File: src/rtl/arb_pkg.sv
// Shared definitions for the arbiter bus stage: requester count, FSM state
// encoding and a one-hot to index helper.
package arb_pkg;

    localparam int NREQ = 4;

    typedef enum logic [1:0] {
        IDLE     = 2'd0,
        XFER     = 2'd1,
        DONE     = 2'd2,
        WAIT_REL = 2'd3
    } state_t;

    // Lowest set bit wins, so a multi-bit vector still yields a usable index.
    function automatic logic [1:0] onehot_to_idx(input logic [NREQ-1:0] v);
        logic [1:0] r;
        r = '0;
        for (int i = NREQ - 1; i >= 0; i--) begin
            if (v[i]) r = 2'(i);
        end
        return r;
    endfunction

endpackage

File: src/rtl/arb_gnt_enc.sv
// Grant encoder: turns the arbiter's grant vector into an owner index plus
// "any grant" and "more than one grant" flags. Purely combinational.
module arb_gnt_enc
    import arb_pkg::*;
(
    input  logic [NREQ-1:0] gnt,
    output logic [1:0]      idx,
    output logic            any,
    output logic            multi
);

    assign idx   = onehot_to_idx(gnt);
    assign any   = |gnt;
    // Clearing the lowest set bit leaves something only if 2+ bits were set.
    assign multi = |(gnt & (gnt - NREQ'(1)));

endmodule

File: src/rtl/arb_bus_ctrl.sv
// Bus controller downstream of the 4-requester arbiter. Latches the granted
// owner, forwards its beats onto a registered shared bus, counts a fixed
// burst and pulses Done back to the owner, then waits for the grant to drop.
// Optional build macro: ARB_BUS_GNT_CHECK_EN enables grant-error detection
// (non-one-hot grant in IDLE, foreign grant bits during XFER) on a sticky Err.
module arb_bus_ctrl
    import arb_pkg::*;
#(
    parameter int DATA_W    = 8,
    parameter int BURST_LEN = 4
) (
    input  logic                   Clk,
    input  logic                   Reset,
    input  logic [NREQ-1:0]        Gnt,
    input  logic [NREQ*DATA_W-1:0] Data,
    input  logic [NREQ-1:0]        Valid,
    output logic [DATA_W-1:0]      BusData,
    output logic                   BusValid,
    output logic [1:0]             BusOwner,
    output logic                   Busy,
    output logic [NREQ-1:0]        Done,
    output logic                   Err
);

    localparam int CNT_W = $clog2(BURST_LEN + 1);

    state_t                  state;
    logic [CNT_W-1:0]        cnt;
    logic [CNT_W-1:0]        cnt_inc;
    logic                    last_beat;
    logic [1:0]              gnt_idx;
    logic                    gnt_any;
    logic                    gnt_multi;
    logic                    gnt_ok;
    logic [NREQ-1:0]         own_mask;
    logic                    own_gnt;
    logic                    own_vld;
    logic [DATA_W-1:0]       own_data;

    arb_gnt_enc u_gnt_enc (
        .gnt   (Gnt),
        .idx   (gnt_idx),
        .any   (gnt_any),
        .multi (gnt_multi)
    );

    assign own_mask  = NREQ'(1) << BusOwner;
    assign own_gnt   = Gnt[BusOwner];
    assign own_vld   = Valid[BusOwner];
    assign own_data  = Data[BusOwner*DATA_W +: DATA_W];
    assign cnt_inc   = cnt + 1'b1;
    assign last_beat = (cnt_inc == CNT_W'(BURST_LEN));

`ifdef ARB_BUS_GNT_CHECK_EN
    // Only a clean one-hot grant may start a burst.
    assign gnt_ok = gnt_any && !gnt_multi;

    // Sticky grant-error flag: ambiguous grant while idle, or a foreign grant mid-burst.
    always_ff @(posedge Clk or posedge Reset) begin
        if (Reset) begin
            Err <= 1'b0;
        end else if ((state == IDLE && gnt_multi) ||
                     (state == XFER && |(Gnt & ~own_mask))) begin
            Err <= 1'b1;
        end
    end
`else
    // Multi-bit grants resolve to the lowest index via the encoder.
    assign gnt_ok = gnt_any;
    assign Err    = 1'b0;

    logic unused_gnt_multi;
    assign unused_gnt_multi = gnt_multi;
`endif

    // Burst FSM with beat counter and registered bus/handshake outputs.
    always_ff @(posedge Clk or posedge Reset) begin
        if (Reset) begin
            state    <= IDLE;
            cnt      <= '0;
            BusData  <= '0;
            BusValid <= 1'b0;
            BusOwner <= '0;
            Busy     <= 1'b0;
            Done     <= '0;
        end else begin
            BusValid <= 1'b0;
            Done     <= '0;
            case (state)
                IDLE: begin
                    if (gnt_ok) begin
                        BusOwner <= gnt_idx;
                        cnt      <= '0;
                        Busy     <= 1'b1;
                        state    <= XFER;
                    end
                end
                XFER: begin
                    if (!own_gnt) begin
                        // Grant withdrawn: abandon the burst, drop any beat this cycle.
                        cnt   <= '0;
                        Busy  <= 1'b0;
                        state <= IDLE;
                    end else if (own_vld) begin
                        BusData  <= own_data;
                        BusValid <= 1'b1;
                        cnt      <= cnt_inc;
                        if (last_beat) begin
                            Done  <= own_mask;
                            state <= DONE;
                        end
                    end
                end
                DONE: begin
                    state <= WAIT_REL;
                end
                WAIT_REL: begin
                    // Hold off until the arbiter releases this owner's grant.
                    if (!own_gnt) begin
                        Busy  <= 1'b0;
                        state <= IDLE;
                    end
                end
                default: begin
                    state <= IDLE;
                end
            endcase
        end
    end

endmodule

File: config.mk
export PLATFORM = sky130hd
export DESIGN_NAME = arb_bus_ctrl
export DESIGN_NICKNAME = d
export VERILOG_FILES = /design/src/rtl/arb_pkg.sv /design/src/rtl/arb_gnt_enc.sv /design/src/rtl/arb_bus_ctrl.sv
export SDC_FILE = /design/constraint.sdc
export NUM_CORES = 1
export LEC_CHECK = 0
export CAP_MARGIN = 20
export CORE_MARGIN = 10
export CORE_UTILIZATION = 35
export DETAILED_ROUTE_END_ITERATION = 8
export GPL_ROUTABILITY_DRIVEN = 0
export GPL_TIMING_DRIVEN = 0
export PLACE_DENSITY_LB_ADDON = 0.15
export SLEW_MARGIN = 20
export SYNTH_ARGS = -nofsm -noshare
export SYNTH_HDL_FRONTEND = slang
export SYNTH_SLANG_ARGS = --single-unit
File: constraint.sdc
create_clock -name Clk -period 1.9 [get_ports Clk]
set_input_delay 0.19 -clock Clk [delete_from_list [all_inputs] [get_ports Clk]]
set_output_delay 0.19 -clock Clk [all_outputs]
set_load 0.005 [all_outputs]
-- Word level (Yosys, flattened, before mapping)
Index checks and enable logic that the tools add are counted.
Widths: inputs -> output; s select.
- eq/ne operators: 9
- multiplexer cells: 28
- $lt $le $gt $ge: 1
- shift operators: 2
- add/sub/neg operators: 1
- reduce and logical (&&, ||, !) cells: 10
- operators with widths (cell ; number):
    $shiftx 32x6->8 ; 1
    $mux 2 ; 9
    $mux 4 ; 4
    $mux 3 ; 3
    $reduce_and 3->1 ; 3
    $pmux 2 s4 ; 1
    $mux 1 ; 7
    $ne 2x2->1 const B ; 3
    $ne 3x3->1 const B ; 2
    $pmux 3 s2 ; 1
    $bmux 1 s2 ; 2
    $eq 2x2->1 const B ; 2
    $reduce_and 4->1 ; 1
    $reduce_bool 2->1 ; 2
    $reduce_or 4->1 ; 1
    $shl 1x2->4 const A ; 1
    $add 3x1->3 const B ; 1
    $eq 3x3->1 const B ; 1
    $lt 2x3->1 const B ; 1
    $eq 2x1->1 const B ; 1
    $logic_not 2->1 ; 1
    $pmux 1 s2 ; 1
    $reduce_and 2->1 ; 1
    $reduce_or 2->1 ; 1
- bits of input ports: 42
- logic and storage cells: 58
- register bits: 21
- output and inout bits: 17

-- Longest topological paths before layout
Gate-level depths: netlist of the first run.
- depth in word-level cells: 6
- depth in mapped cells: 6
- depth with buffers taken out: 4

-- Hierarchy
Synthesis of the first run repeated with hierarchy kept, for this count alone.
- cells, all modules: 95
- area, all modules: 1232.4 sq um
- modules (own cells, without submodules) (module ; area an instance (sq um) ; cells each ; times used ; seq. area each (sq um)):
    arb_bus_ctrl ; 1184.9 ; 85 ; 1 ; 525.5
    arb_gnt_enc ; 47.5 ; 10 ; 1 ; 0.0

-- Worst setup path before layout of the first run
Ideal clock, no wire load.
- path kind: register to register
- from: reg BusOwner[0]
- to: reg BusData[0]
- stages on the path, launching flop included: 6
- required time: 1775 ps
- setup slack: 121 ps
- path buffers: 2
- library setup time: 125 ps
- arrival: 1654 ps
- clock period less this slack: 1779 ps
- cell sequence: dfrtp_1 -> buf_6 -> mux4_2 -> nand4_4 -> buf_8 -> mux2_4
- longest elaborated chain between the ends: 3
- elaborated cells between the ends (all ways): 6
- classes of those cells: 1 x shift; 4 x mux; 1 x reduce/logical
- ends and longest elaborated chain (what ; line ; text):
    start, declared ; arb_bus_ctrl.sv:19 ; output logic [1:0] BusOwner,
    start signal, assigned ; arb_bus_ctrl.sv:92 ; BusOwner <= gnt_idx;
    branches (longest 3 deep; another with $shiftx 32x6->8) ; n/a ;
    end signal, assigned ; arb_bus_ctrl.sv:105 ; BusData <= own_data;
    end, declared ; arb_bus_ctrl.sv:17 ; output logic [DATA_W-1:0] BusData,
Several ways; the timed one is not identified. The select of a mux whose other input is x is not followed.
A chain may end at the register's enable or synchronous reset.

-- Worst setup path in the final report of the first run
- from: reg BusOwner[0]
- to: reg BusData[1]
Same word-level chain as after synthesis.

==> impl_metrics.csv, run 1 <==
group,metric,value,unit
critical_path,regToRegStartpoint,"BusOwner[0]$_DFFE_PP0P_",
clock_network,clkLatencyLatePin,0.31,ns
clock_network,cts_buffers,3,
global_route,grt_pass1_vias,1013,
timing,skew,0.00643,ns
finish,final_common_cell,"clkdlybuf4s50_1",
critical_path,crit_required,2.10,ns
critical_path,cp-start-kind,"register",
route,drtIter0Drc,28,
place,hpwl,2520,um
logic_synthesis,synth_compound_area_share,7.92,%
critical_path,cp_max_fo,10,
critical_path,crit_path_max_incr_delay,0.56,ns
logic_synthesis,syn_area,1200,um^2
route,vias,948,
min_path,min_path_type,"in -> async",
pwr,internal-power,1.54,mW
logic_synthesis,synth_cell_type_count,29,
critical_path,cp_cell_sequence,"buf_6 > mux4_2 > nand4_4 > buf_8 > mux2_4",
place,dp_worst_setup_slack,-0.0887,ns
route,vias_per_cell,4.79,
clock_network,cts_tree,"built",
critical_path,startpoint,"BusOwner[0]$_DFFE_PP0P_",
logic_synthesis,synth_top_family_by_area,"multiplexers",
clock_network,cts-root-buf,"clkbuf_4",
pwr,pwr-share-seq,30.6,%
pwr,switching_share,32.9,%
pwr,p_leak,0.775,nW
logic_synthesis,yosys_warnings,0,
floorplanning,die_y,78.6,um
clock_network,path_clk_slew,0.12,ns
pwr,power_density,1210,nW/um^2
global_route,antenna_found_initial,0,
finish,fillCellCount,289,
critical_path,arrival,2.04,ns
timing,relSlewSlack,46.2,%
timing,fin_crit_sh,96.7,%
floorplanning,die_area,6170,um^2
clock_network,postCtsHoldBufs,0,
critical_path,regToRegEndpoint,"BusData[1]$_DFFE_PP0P_",
pwr,clockPowerShare,9.5,%
critical_path,path_class,"reg -> reg",
route,totalWireLength,3130,um
finish,mostFrequentLayoutCells,"57 x clkdlybuf4s50_1, 21 x dfrtp_1, 7 x nor2_1, 7 x mux4_2, 7 x mux2_2",
pwr,max-vdd-ir-drop,0.580,mV
global_route,grt_usage,10.1,%
route,dr.pass1.iters,3,
clock_network,clk_path_buf_depth,2,
logic_synthesis,yosysSeqAreaShare,43.8,%
clock_network,cts_sinks,21,
global_route,grt_overflow_total,0,
timing,drv_slew,0,
critical_path,crit_path_end,"BusData[1]$_DFFE_PP0P_",
logic_synthesis,syn_inst,89,
floorplanning,start_util,36.0,%
route,wl_per_cell,15.8,um
timing,tightest_slew,0.805,ns
floorplanning,die_x,78.6,um
floorplanning,core_area,3340,um^2
route,drc,0,
logic_synthesis,yosys-mux-area-fraction,30.9,%
global_route,grt_pass1_wl,5040,um
finish,nets,197,
logic_synthesis,synth-xor-area-share,0,%
clock_network,htreeDepth,1,
timing,setup_tns,0,ns
logic_synthesis,yosys.area_share.simple,9.18,%
logic_synthesis,yosys_register_bits,21,
logic_synthesis,avgSynthCellArea,13.5,um^2
place,io_buffers,57,
critical_path,ff2ff_path_depth,5,
floorplanning,ios,59,
pwr,p_sw,0.751,mW
logic_synthesis,synth_nets,133,
timing,final_hold_viol_count,0,
global_route,grt_start_max_net_pins,22,
finish,n_antenna_cell,0,
finish,drive_gt1_share,21.7,%
timing,rsz0062_at_grt,"false",
finish,area_growth,57.0,%
finish,final_core_util,56.5,%
critical_path,r2r_setup_slack,0.06,ns
timing,clock.fmax,544,MHz
critical_path,end_kind,"register",
route,drtAntennaViolNets,0,
timing,setup_ws,0.0629,ns
pwr,p_comb_share,59.9,%
logic_synthesis,synth-adder-area-share,2.09,%
floorplanning,num_rows,21,
timing,layout_min_cycle_time,1.84,ns
flow_run,max-cap-violations,0,
run_status,status,"completed",
critical_path,worst_path_max_delay_cell,"mux4_2",
timing,setup_viol,0,
==> worst max-delay path: cells and delay by family (launching register included) <==
kind	cells	cell delay, ns
DFF	1	0.39
muxes	2	0.86
and+or+nand+nor	1	0.17
buffers and inverters	2	0.32
==> timing repair <==
action / CTS / global route
endpoints found under the hold margin: 0 / 0
setup buffers: 0 / 2
gates resized for setup: 0 / 2
endpoints found under the setup margin: 0 / 5
==> area by class of cell <==
cell class	count	area (um^2)	area share (%)
Sequential cell	21	526	27.9
Tap cell	46	57.6	3.05
Inverter	6	22.5	1.20
Clock buffer	3	22.5	1.20
Clock inverter	1	5.00	0.266
Buffer	6	48.8	2.59
Multi-Input combinational cell	56	604	32.1
Timing Repair Buffer	59	598	31.7
==> state kept, by name (all words and copies together), names as in the netlist, named ones only <==
signal	cells
state	1
Done	4
BusValid	1
BusData	8
cnt	3
Busy	1
BusOwner	2
==> synthesized netlist by cell type (all sizes together) <==
cell / number / area [um^2]
buf: 5 / 43.8
clkbuf: 1 / 3.75
nand2b: 1 / 6.26
mux2i: 1 / 10.0
nor2: 7 / 26.3
nor3: 2 / 10.0
o21a: 3 / 22.5
inv: 6 / 22.5
nand4: 1 / 21.3
dfrtp: 21 / 526
o2bb2ai: 1 / 8.76
conb: 1 / 3.75
o221a: 1 / 11.3
nand3: 2 / 10.0
mux2: 10 / 124
mux4: 10 / 236
nor4: 1 / 6.26
nand2: 4 / 15.0
a21oi: 4 / 20.0
o22ai: 2 / 12.5
o21ai: 1 / 5.00
a221oi: 1 / 15.0
nor4b: 1 / 15.0
ha: 2 / 25.0
==> worst min path at each step <==
stage / slack (ns) / endpoint
2_1_floorplan: 0.17 / BusData[0]$_DFFE_PP0P_
5_1_grt: 0.40 / Done[2]$_DFF_PP0_
3_3_place_gp: 0.47 / cnt[0]$_DFFE_PP0P_
4_1_cts: 0.35 / BusData[4]$_DFFE_PP0P_
6_report: 0.32 / BusData[4]$_DFFE_PP0P_
3_5_place_dp: 0.50 / BusData[1]$_DFFE_PP0P_
==> power by group through the flow <==
stage	clock network, mW	logic [mW]	registers, mW
after floorplan	0	0.818	0.712
after global placement	0	1.32	0.701
after detailed placement	0	1.33	0.709
after CTS	0.228	1.34	0.702
after global routing	0.244	1.50	0.722
final	0.218	1.37	0.700
==> through the flow <==
step | std cells | power (mW) | hold slack (ns) | cell area, um^2
after floorplan | 89 | 1.53 | 0.167 | 1200
after global placement | 192 | 2.02 | 0.469 | 1830
after detailed placement | 192 | 2.04 | 0.497 | 1830
after CTS | 196 | 2.27 | 0.351 | 1860
after global routing | 198 | 2.46 | 0.401 | 1880
final | 198 | 2.29 | 0.317 | 1880
==> cell families (layout without fill, tap and decap cells) <==
| group | Yosys count | count (layout) |
|---|---|---|
| and+or+nand+nor | 19 | 19 |
| other | 1 | 1 |
| buffers and inverters | 12 | 75 |
| muxes | 21 | 21 |
| AOI/OAI and AO/OA | 13 | 13 |
| adders and majority gates | 2 | 2 |
| DFF | 21 | 21 |
==> layer usage <==
metal / global-route usage [%] / wire length, um / up-vias
li1: - / - / 461
met1: 12.1 / 1320 / 461
met2: 17.4 / 1670 / 22
met3: 1.82 / 103 / 4
met4: 4.30 / 48 / 0
met5: 0 / 0 / -
No activity file was read; power rests on OpenSTA's default activity.
==> run 2: changes to the inputs <==
Settings changed: GPL_ROUTABILITY_DRIVEN 0 to unset.
==> results of run 2 <==
The final DEF is identical to that of run 1; final timing and power are the same.
==> run 3: changes to the inputs <==
Settings changed: CORE_MARGIN 10 to 3, DONT_BUFFER_PORTS set to 1, RECOVER_POWER set to 100.
==> impl_metrics.csv, run 3 (same netlist as run 1, synthesis figures left out) <==
group,metric,value,unit
finish,top_regs,"BusData (8), Done (4), cnt (3)",
critical_path,critPathBufInv,2,
critical_path,path_class,"reg -> reg",
floorplanning,core_area,3150,um^2
critical_path,crit_required,2.09,ns
critical_path,worst_path_max_delay_cell,"mux4_2",
place,dp_worst_setup_slack,-0.0314,ns
finish,largest_reg_flops,8,
route,drc,0,
clock_network,htreeDepth,1,
clock_network,clkLatencyLatePin,0.30,ns
timing,fin_crit_sh,95.7,%
finish,nets,146,
finish,drive_gt1_share,37.6,%
global_route,grt_pass1_vias,823,
floorplanning,die_y,64.6,um
route,totalWireLength,2530,um
timing,skew,0.00251,ns
pwr,power_density,1500,nW/um^2
flow_run,max-cap-violations,0,
global_route,grt_start_max_net_pins,22,
pwr,p_sw,0.723,mW
clock_network,clk_path_buf_depth,2,
timing,setup_viol,0,
place,placedCellCount,133,
global_route,grt_pass1_wl,4200,um
place,routabilityCongestion,0.755,
critical_path,crit_path_max_incr_delay,0.54,ns
min_path,min_path_type,"in -> reg",
floorplanning,start_util,38.1,%
floorplanning,die_x,64.6,um
timing,drv_slew,0,
finish,mostFrequentLayoutCells,"21 x dfrtp_1, 7 x nor2_1, 7 x mux4_2, 7 x mux2_2, 7 x buf_4",
pwr,clockPowerShare,10.7,%
route,dr.pass1.iters,4,
route,drtIter0Drc,31,
pwr,p_leak,0.585,nW
global_route,grt_overflow_total,0,
critical_path,cp_cell_sequence,"buf_6 > mux4_2 > buf_4 > a221oi_4 > mux2i_1",
floorplanning,die_area,4170,um^2
pwr,pwr-share-seq,35.7,%
clock_network,cts_buffers,3,
timing,layout_min_cycle_time,1.82,ns
clock_network,cts_sinks,21,
critical_path,end_kind,"register",
clock_network,path_clk_slew,0.12,ns
pwr,internal-power,1.33,mW
global_route,antenna_found_initial,0,
route,vias_per_cell,5.30,
critical_path,cp-start-kind,"register",
route,drtAntennaViolNets,0,
floorplanning,num_rows,20,
pwr,p_comb_share,53.7,%
finish,n_antenna_cell,0,
place,placed_cell_area,1250,um^2
finish,area_growth,14.2,%
place,hpwl,1900,um
timing,tightest_slew,0.846,ns
critical_path,arrival,2.01,ns
global_route,grt_usage,13.3,%
finish,final_common_cell,"dfrtp_1",
place,io_buffers,0,
clock_network,cts_tree,"built",
timing,final_hold_viol_count,0,
finish,final_core_util,43.5,%
timing,rsz0062_at_grt,"true",
route,vias,768,
clock_network,cts-root-buf,"clkbuf_4",
route,wl_per_cell,17.4,um
timing,setup_ws,0.0823,ns
critical_path,cp_max_fo,7,
critical_path,cp_top_family,"multiplexers",
pwr,max-vdd-ir-drop,0.610,mV
pwr,switching_share,35.2,%
finish,fin_cells,145,
run_status,status,"completed",
timing,relSlewSlack,43.6,%
finish,top_register,"BusData",
finish,final_area,1370,um^2
timing,clock.fmax,550,MHz
floorplanning,ios,59,
## run 3: stage by stage
stage	power, mW	TNS (ns)	hold WS, ns
detailed placement	1.70	-0.0876	0.299
global route	2.22	-0.00147	0.0187
finish	2.05	0	0.0456
global placement	1.68	-0.0344	0.285
CTS	1.99	0	0.0374
floorplan	1.53	0	0.167
## run 3: worst paths after layout
| kind | from | to | slack, ns | cells after the start |
|---|---|---|---|---|
| max | BusOwner[0]$_DFFE_PP0P_ | cnt[0]$_DFFE_PP0P_ | 0.08 | 5 |
| min | Gnt[0] | BusOwner[0]$_DFFE_PP0P_ | 0.05 | 2 |
| max reg2reg | BusOwner[0]$_DFFE_PP0P_ | cnt[0]$_DFFE_PP0P_ | 0.08 | 5 |
| min reg2reg | cnt[0]$_DFFE_PP0P_ | cnt[0]$_DFFE_PP0P_ | 0.49 | 1 |
| max in group asynchronous | Reset | BusValid$_DFF_PP0_ | 0.89 | 2 |
| min in group asynchronous | Reset | BusData[3]$_DFFE_PP0P_ | 0.49 | 2 |
## run 3: layer usage
layer / vias to the layer above / GRT usage, % / part of all wire (%)
li1: 358 / - / -
met2: 34 / 21.3 / 46
met5: - / 0 / 0
met1: 374 / 15.7 / 43
met4: 0 / 2.37 / 0.75
met3: 2 / 7.45 / 9.6
## run 3: cell type report
cell class / count / area, um^2
multi-input combinational: 56 / 616
buffer: 6 / 48.8
sequential: 21 / 526
clock buffer: 3 / 22.5
timing repair buffer: 8 / 75.1
fill: 321 / 1780
clock inverter: 1 / 5.00
tap: 44 / 55.1
inverter: 6 / 22.5
## run 3: power groups by stage
stage                     Combinational (mW)  Clock (mW)  Sequential (mW)
after floorplan                        0.818           0            0.712
after global placement                 0.939           0            0.742
after detailed placement               0.951           0            0.748
after CTS                               1.02       0.231            0.737
after global routing                    1.21       0.256            0.756
final                                   1.10       0.219            0.732
## run 3: timing repair
action	4_1_cts	5_1_grt
endpoints found under the setup margin	3	10
hold buffers	1	0
pin swaps	1	2
hold endpoints to repair	21	0
resized for setup	0	3
setup buffers	2	5
==> RTL change 1 (config.mk and constraints of run 1) <==
The 4 states of `state_t` get a Gray code encoding in 2 bits.
--- a/src/rtl/arb_pkg.sv
+++ b/src/rtl/arb_pkg.sv
@@ -5,10 +5,10 @@
     localparam int NREQ = 4;
 
     typedef enum logic [1:0] {
-        IDLE     = 2'd0,
-        XFER     = 2'd1,
-        DONE     = 2'd2,
-        WAIT_REL = 2'd3
+        IDLE     = 2'b00,
+        XFER     = 2'b01,
+        DONE     = 2'b11,
+        WAIT_REL = 2'b10
     } state_t;
 
     // Lowest set bit wins, so a multi-bit vector still yields a usable index.
Function: same outputs for any inputs over 10 cycles, from zero or initial values and one cycle with Reset high; not proved beyond that.
==> RTL change 1 against run 1 <==
Die area grew 7.8%. Synthesized cell count up 10%. Cell count is 4.5% higher. Non-clock buffer count decreased by 3. Final area rose by 7.3%. Clock skew decreased by 2.5 ps. Sequential cell count did not move. Area after synthesis increased by 11%. Routed wire length increased by 23%. Combinational power up 11%. Setup slack improved by 2.0 ps. Total power is 10% higher.
==> RTL change 1: results (changes against run 1) <==
Yosys
The adder-cell share of the synthesized area is 6.604% (+4.5 points). The area fraction in compound gates after synthesis is 8.208% (+0.28 points). dfrtp_1 takes more of the synthesized area than any other cell. The count of different cell masters after synthesis is 36 (+24%).

The commonest cells after synthesis are 21 x dfrtp_1, 12 x mux2_4, 7 x ha_1, 7 x inv_1, 5 x mux4_2. The portion of netlist area occupied by mux cells is 31.04% (+0.17 points). Ranked by total cell area, the synthesized netlist is headed by dfrtp_1 40%, mux2_4 14%, mux4_2 8.5%, ha_1 6.6%, mux4_1 5.9%.

The share of the yosys chip area belonging to registers was 39.62% (-4.2 points). The average cell area after synthesis is 13.53 um^2 (+0.38%). The total nets after synthesis is 147 (+11%).

Setup path
The biggest fanout along the worst timing path is 3 (-7). The arrival time of the worst setup path was 1990 ps (-50 ps). The depth of the worst register-to-register path is 6 (+1). Following the worst setup path forward leads to its endpoint at state[1].

Global routing
The overall routing resource usage is 11.61% (+1.5 points). The routing usage on met2 is 20.54% (+3.1 points). The met3 routing resource usage after global routing came to 4.039% (+2.2 points). The met1 track utilization from global routing came to 13.52% (+1.4 points).

The first-pass GRT wire length is 6003 um (+19%).

Detailed routing
The detailed-route vias per instance is 5.043 (+5.3%). The average detailed-routed wire length per instance is 18.60 um (+18%). The total iterations of the first detailed-routing run is 4 (+1). The detailed router's first-iteration violation count is 32 (+14%). The detailed-routed wire length on met3 is 308 um (+200%). The met2 routed wirelength was 1890 um (+13%). The total DRC errors in the routed layout came to 0 (unchanged).

CTS
The clock network latency to the later pin of the worst-skew pair is 270 ps (-40 ps). The buffer cell driving the clock tree root is clkbuf_8. The post-CTS clock slew at the launch and capture registers of the worst setup and hold paths is 80 ps (-40 ps).

Run status
The run finished with clean final reports.

Power and ir drop
The reported leakage power is 0.8370 nW (+7.9%). The largest vdd supply drop is 0.6936 mV (+20%). The power per standard cell area was 1245 nW/um^2 (+2.7%).

Finish
The largest registers in the layout are BusData (8), Done (4), cnt (3). The number of cells in the finished layout apart from fillers came to 207 (+4.5%). The share of final-layout standard cells stronger than drive strength 1 is 20.75% (-0.96 points).

Timing
The clock skew after layout is 3.946 ps (-2.486 ps). The worst hold slack after final layout is 396.5 ps (+79.29 ps). The actual transition at the worst max-transition pin is 851.3 ps (+45.86 ps).

The final worst-path cycle share is 96.59% (-0.10 points).

Place
The total placed instance area is 1957 um^2 (+7.1%). The worst slack at placement was -37.16 ps (+51.52 ps). The post-placement cell count was 203 (+5.7%).

Min path
The kind of path behind the tightest hold check is input pin to asynchronous set/reset pin.
-- RTL change 1: critical path, stage by stage, from the launching register on --
cell and delay, ps:
dfrtp_1 370, ha_2 200, ha_4 130, or3b_1 340, o32a_1 170, a31o_1 200
mux2_4 300
-- RTL change 1: report_power, final --
group          switching [mW]  internal (mW)  leakage (nW)
sequential             0.0870          0.607         0.266
combinational           0.623          0.897         0.546
clock                   0.157          0.146        0.0255
total                   0.868           1.65         0.837
-- RTL change 1: final cells by class --
class / instances / area [um^2]
Fill cell: 323 / 1639
Multi-Input combinational cell: 64 / 750.7
Timing Repair Buffer: 57 / 570.5
Sequential cell: 21 / 525.5
Tap cell: 48 / 60.06
Clock buffer: 3 / 41.29
Inverter: 8 / 35.03
Buffer: 5 / 33.78
Clock inverter: 1 / 5.005
==> RTL change 2 (flow settings as in run 1) <==
Made on the original files. Add a define of `ARB_BUS_GNT_CHECK_EN`.
--- a/src/rtl/arb_bus_ctrl.sv
+++ b/src/rtl/arb_bus_ctrl.sv
@@ -3,6 +3,8 @@
 // burst and pulses Done back to the owner, then waits for the grant to drop.
 // Optional build macro: ARB_BUS_GNT_CHECK_EN enables grant-error detection
 // (non-one-hot grant in IDLE, foreign grant bits during XFER) on a sticky Err.
+`define ARB_BUS_GNT_CHECK_EN
+
 module arb_bus_ctrl
     import arb_pkg::*;
 #(
Function: changed (Yosys sat finds a counterexample within 4 cycles, from zero or initial values and one cycle with Reset high).
==> RTL change 2 against run 1 <==
Total power decreased by 4.0%. Critical path depth unchanged. Combinational power is 23% lower. Area after synthesis grew 13%. Clock power is 110% higher. Via count grew 24%. Routed wire length rose by 28%. Final area is 10% higher. Setup slack got worse by 9.1 ps. Sequential cell count increased by 1. Hold slack better by 71 ps.
==> RTL change 2: results (changes against run 1) <==
Setup path
The largest stage delay on the critical path is 530 ps (-30 ps). The biggest fanout along the worst timing path is 10 (unchanged). The largest individual stage delay along the critical path comes from the cell mux4_2.

The arrival time of the worst setup path came to 2000 ps (-40 ps).

Yosys
The share of Yosys cell area claimed by the top area cell type is 40.70% (-3.1 points). The commonest register cell after synthesis is dfrtp_1. The count of different cell masters after synthesis is 39 (+34%). The portion of netlist area occupied by mux cells is 27.66% (-3.2 points). The number of warnings issued by yosys was 0 (unchanged).

The area fraction in compound gates after synthesis came to 12.49% (+4.6 points). The fraction of registers with async set/reset is 100.0% (unchanged). The total nets after synthesis is 156 (+17%).

The share of the yosys chip area belonging to registers came to 40.70% (-3.1 points). By area the synthesized netlist is led by dfrtp_1 41%, mux4_1 14%, mux2_4 6.7%, mux4_2 5.0%, a21oi_1 2.6%. After synthesis, the most frequently instantiated cells are 22 x dfrtp_1, 8 x inv_1, 7 x a21oi_1, 7 x mux4_1, 7 x nor2_1. The post-synthesis xor/xnor area fraction is 1.295% (+1.3 points).

The adder-cell share of the synthesized area came to 2.590% (+0.50 points). The average cell area after synthesis is 12.08 um^2 (-10%). The number of enable-type register cells in the synthesized netlist is 0 (unchanged).

CTS
The post-CTS clock slew at the launch and capture registers of the worst setup and hold paths came to 90 ps (-30 ps). The maximum number of buffers from clock root to sink is 2 (unchanged). The total clock buffers created by CTS was 3 (unchanged). The clock network latency to the later pin of the worst-skew pair is 270 ps (-40 ps). The number of H-tree levels is 1 (unchanged). The cell sitting at the root of the clock tree is a clkbuf_8.

Power and ir drop
The cell-internal power was 1.536 mW (about the same). The reported leakage power is 0.8504 nW (+9.7%). The largest vdd supply drop is 0.4850 mV (-16%).

Global routing
The overall routing resource usage came to 12.61% (+2.5 points). The first-pass GRT wire length is 6479 um (+29%). The number of global-route vias before repair came to 1263 (+25%). The largest net degree at the start of global routing is 23 (+4.5%). The number of antenna violations at the first check in global routing is 0 (unchanged).

Place
The HPWL reported at the end of detailed placement is 3167 um (+25%). The total placed instance area was 1973 um^2 (+7.9%). The port buffer count is 56 (-1.8%).

Detailed routing
The detailed router's first-iteration violation count is 50 (+79%). The post-detailed-routing wire length is 4016 um (+28%). The total iterations of the first detailed-routing run came to 4 (+1). The total vias in the final route came to 1175 (+24%). The average detailed-routed wire length per instance is 18.01 um (+14%).

Finish
The number of flip-flops in the largest register is 8 (unchanged). The share of final-layout standard cells stronger than drive strength 1 was 15.43% (-6.3 points). The largest registers in the layout are BusData (8), Done (4), cnt (3).

The total number of nets in the final design is 220 (+12%).

Run status
The run finished with clean final reports.

Timing
The actual transition at the worst max-transition pin came to 856.9 ps (+51.45 ps). The clock skew after layout is 3.838 ps (-2.594 ps).
==> RTL change 2: changes by cell type after synthesis, moves of 3 or more <==
cell	run 1	this run
a21oi_1	4	7
a31oi_1	0	3
clkbuf_1	1	4
mux2_2	7	2
mux2_4	3	6
mux4_1	3	7
mux4_2	7	3
==> RTL change 2: path summary, 6_finish.rpt <==
path | startpoint | to | slack (ps) | cells after the start
setup / recovery | BusOwner[0] | BusData[6] | 50 | 5
hold / removal | Reset | BusData[7] | 390 | 2
setup reg to reg | BusOwner[0] | BusData[6] | 50 | 5
hold reg to reg | Err | Err | 490 | 2
max in group asynchronous | Reset | Done[2] | 980 | 2
min in group Clk | Gnt[2] | BusOwner[1] | 430 | 3
==> RTL change 2: what timing repair did <==
action / in CTS / in global routing
resized for setup: 1 / 6
hold endpoints to repair: 0 / 0
endpoints found under the setup margin: 9 / 9
hold buffers: 0 / 0
buffers inserted: 1 / 2
==> RTL change 2: logic make-up (layout without fill, tap and decap cells) <==
group / count (synthesis) / after routing
simple gates: 24 / 24
mux: 19 / 19
compound gates: 25 / 25
flops: 22 / 22
fa+ha+maj: 3 / 3
buf+inv: 17 / 80
xor+xnor: 2 / 2
==> RTL change 2: critical path: cells and delay by family (launching register included) <==
family / cells / cell delay (ps)
mux: 2 / 830
simple gates: 1 / 210
flops: 1 / 420
buf+inv: 2 / 280
==> RTL change 2: stage by stage <==
stage / setup slack (ps) / util [%] / hold slack (ps)
2_1_floorplan: 76.54 / - / 179.2
3_3_place_gp: -122.9 / 53.49 / 487.7
3_5_place_dp: -152.8 / 53.49 / 492.4
4_1_cts: 8.768 / 55.53 / 411.7
5_1_grt: -11.12 / 56.38 / 468.5
6_report: 53.75 / 56.38 / 388.5
==> RTL change 2: layer usage <==
metal / vias to the layer above / wire [um] / global-route usage [%]
li1: 553 / - / -
met1: 573 / 1652 / 14.91
met2: 42 / 2023 / 21.55
met3: 7 / 267 / 3.024
met4: 0 / 72 / 5.102
met5: - / 0 / 0
==> RTL change 2: layout make-up <==
cell class                      count  area (um^2)
Clock buffer                        3        41.29
Inverter                            8        30.03
Timing Repair Buffer               59        583.1
Tap cell                           48        60.06
Clock inverter                      1        30.03
Sequential cell                    22        550.5
Multi-Input combinational cell     73        732.0
Fill cell                         321         1609
Buffer                              9        52.55
==> RTL change 2: power by group through the flow <==
| stage | clock network [mW] | registers [mW] | logic [mW] |
|---|---|---|---|
| after CTS | 0.457 | 0.701 | 1.03 |
| after global routing | 0.481 | 0.725 | 1.14 |
| after global placement | 0 | 0.705 | 0.998 |
| after detailed placement | 0 | 0.709 | 1.02 |
| final | 0.447 | 0.700 | 1.05 |
| after floorplan | 0 | 0.711 | 0.567 |
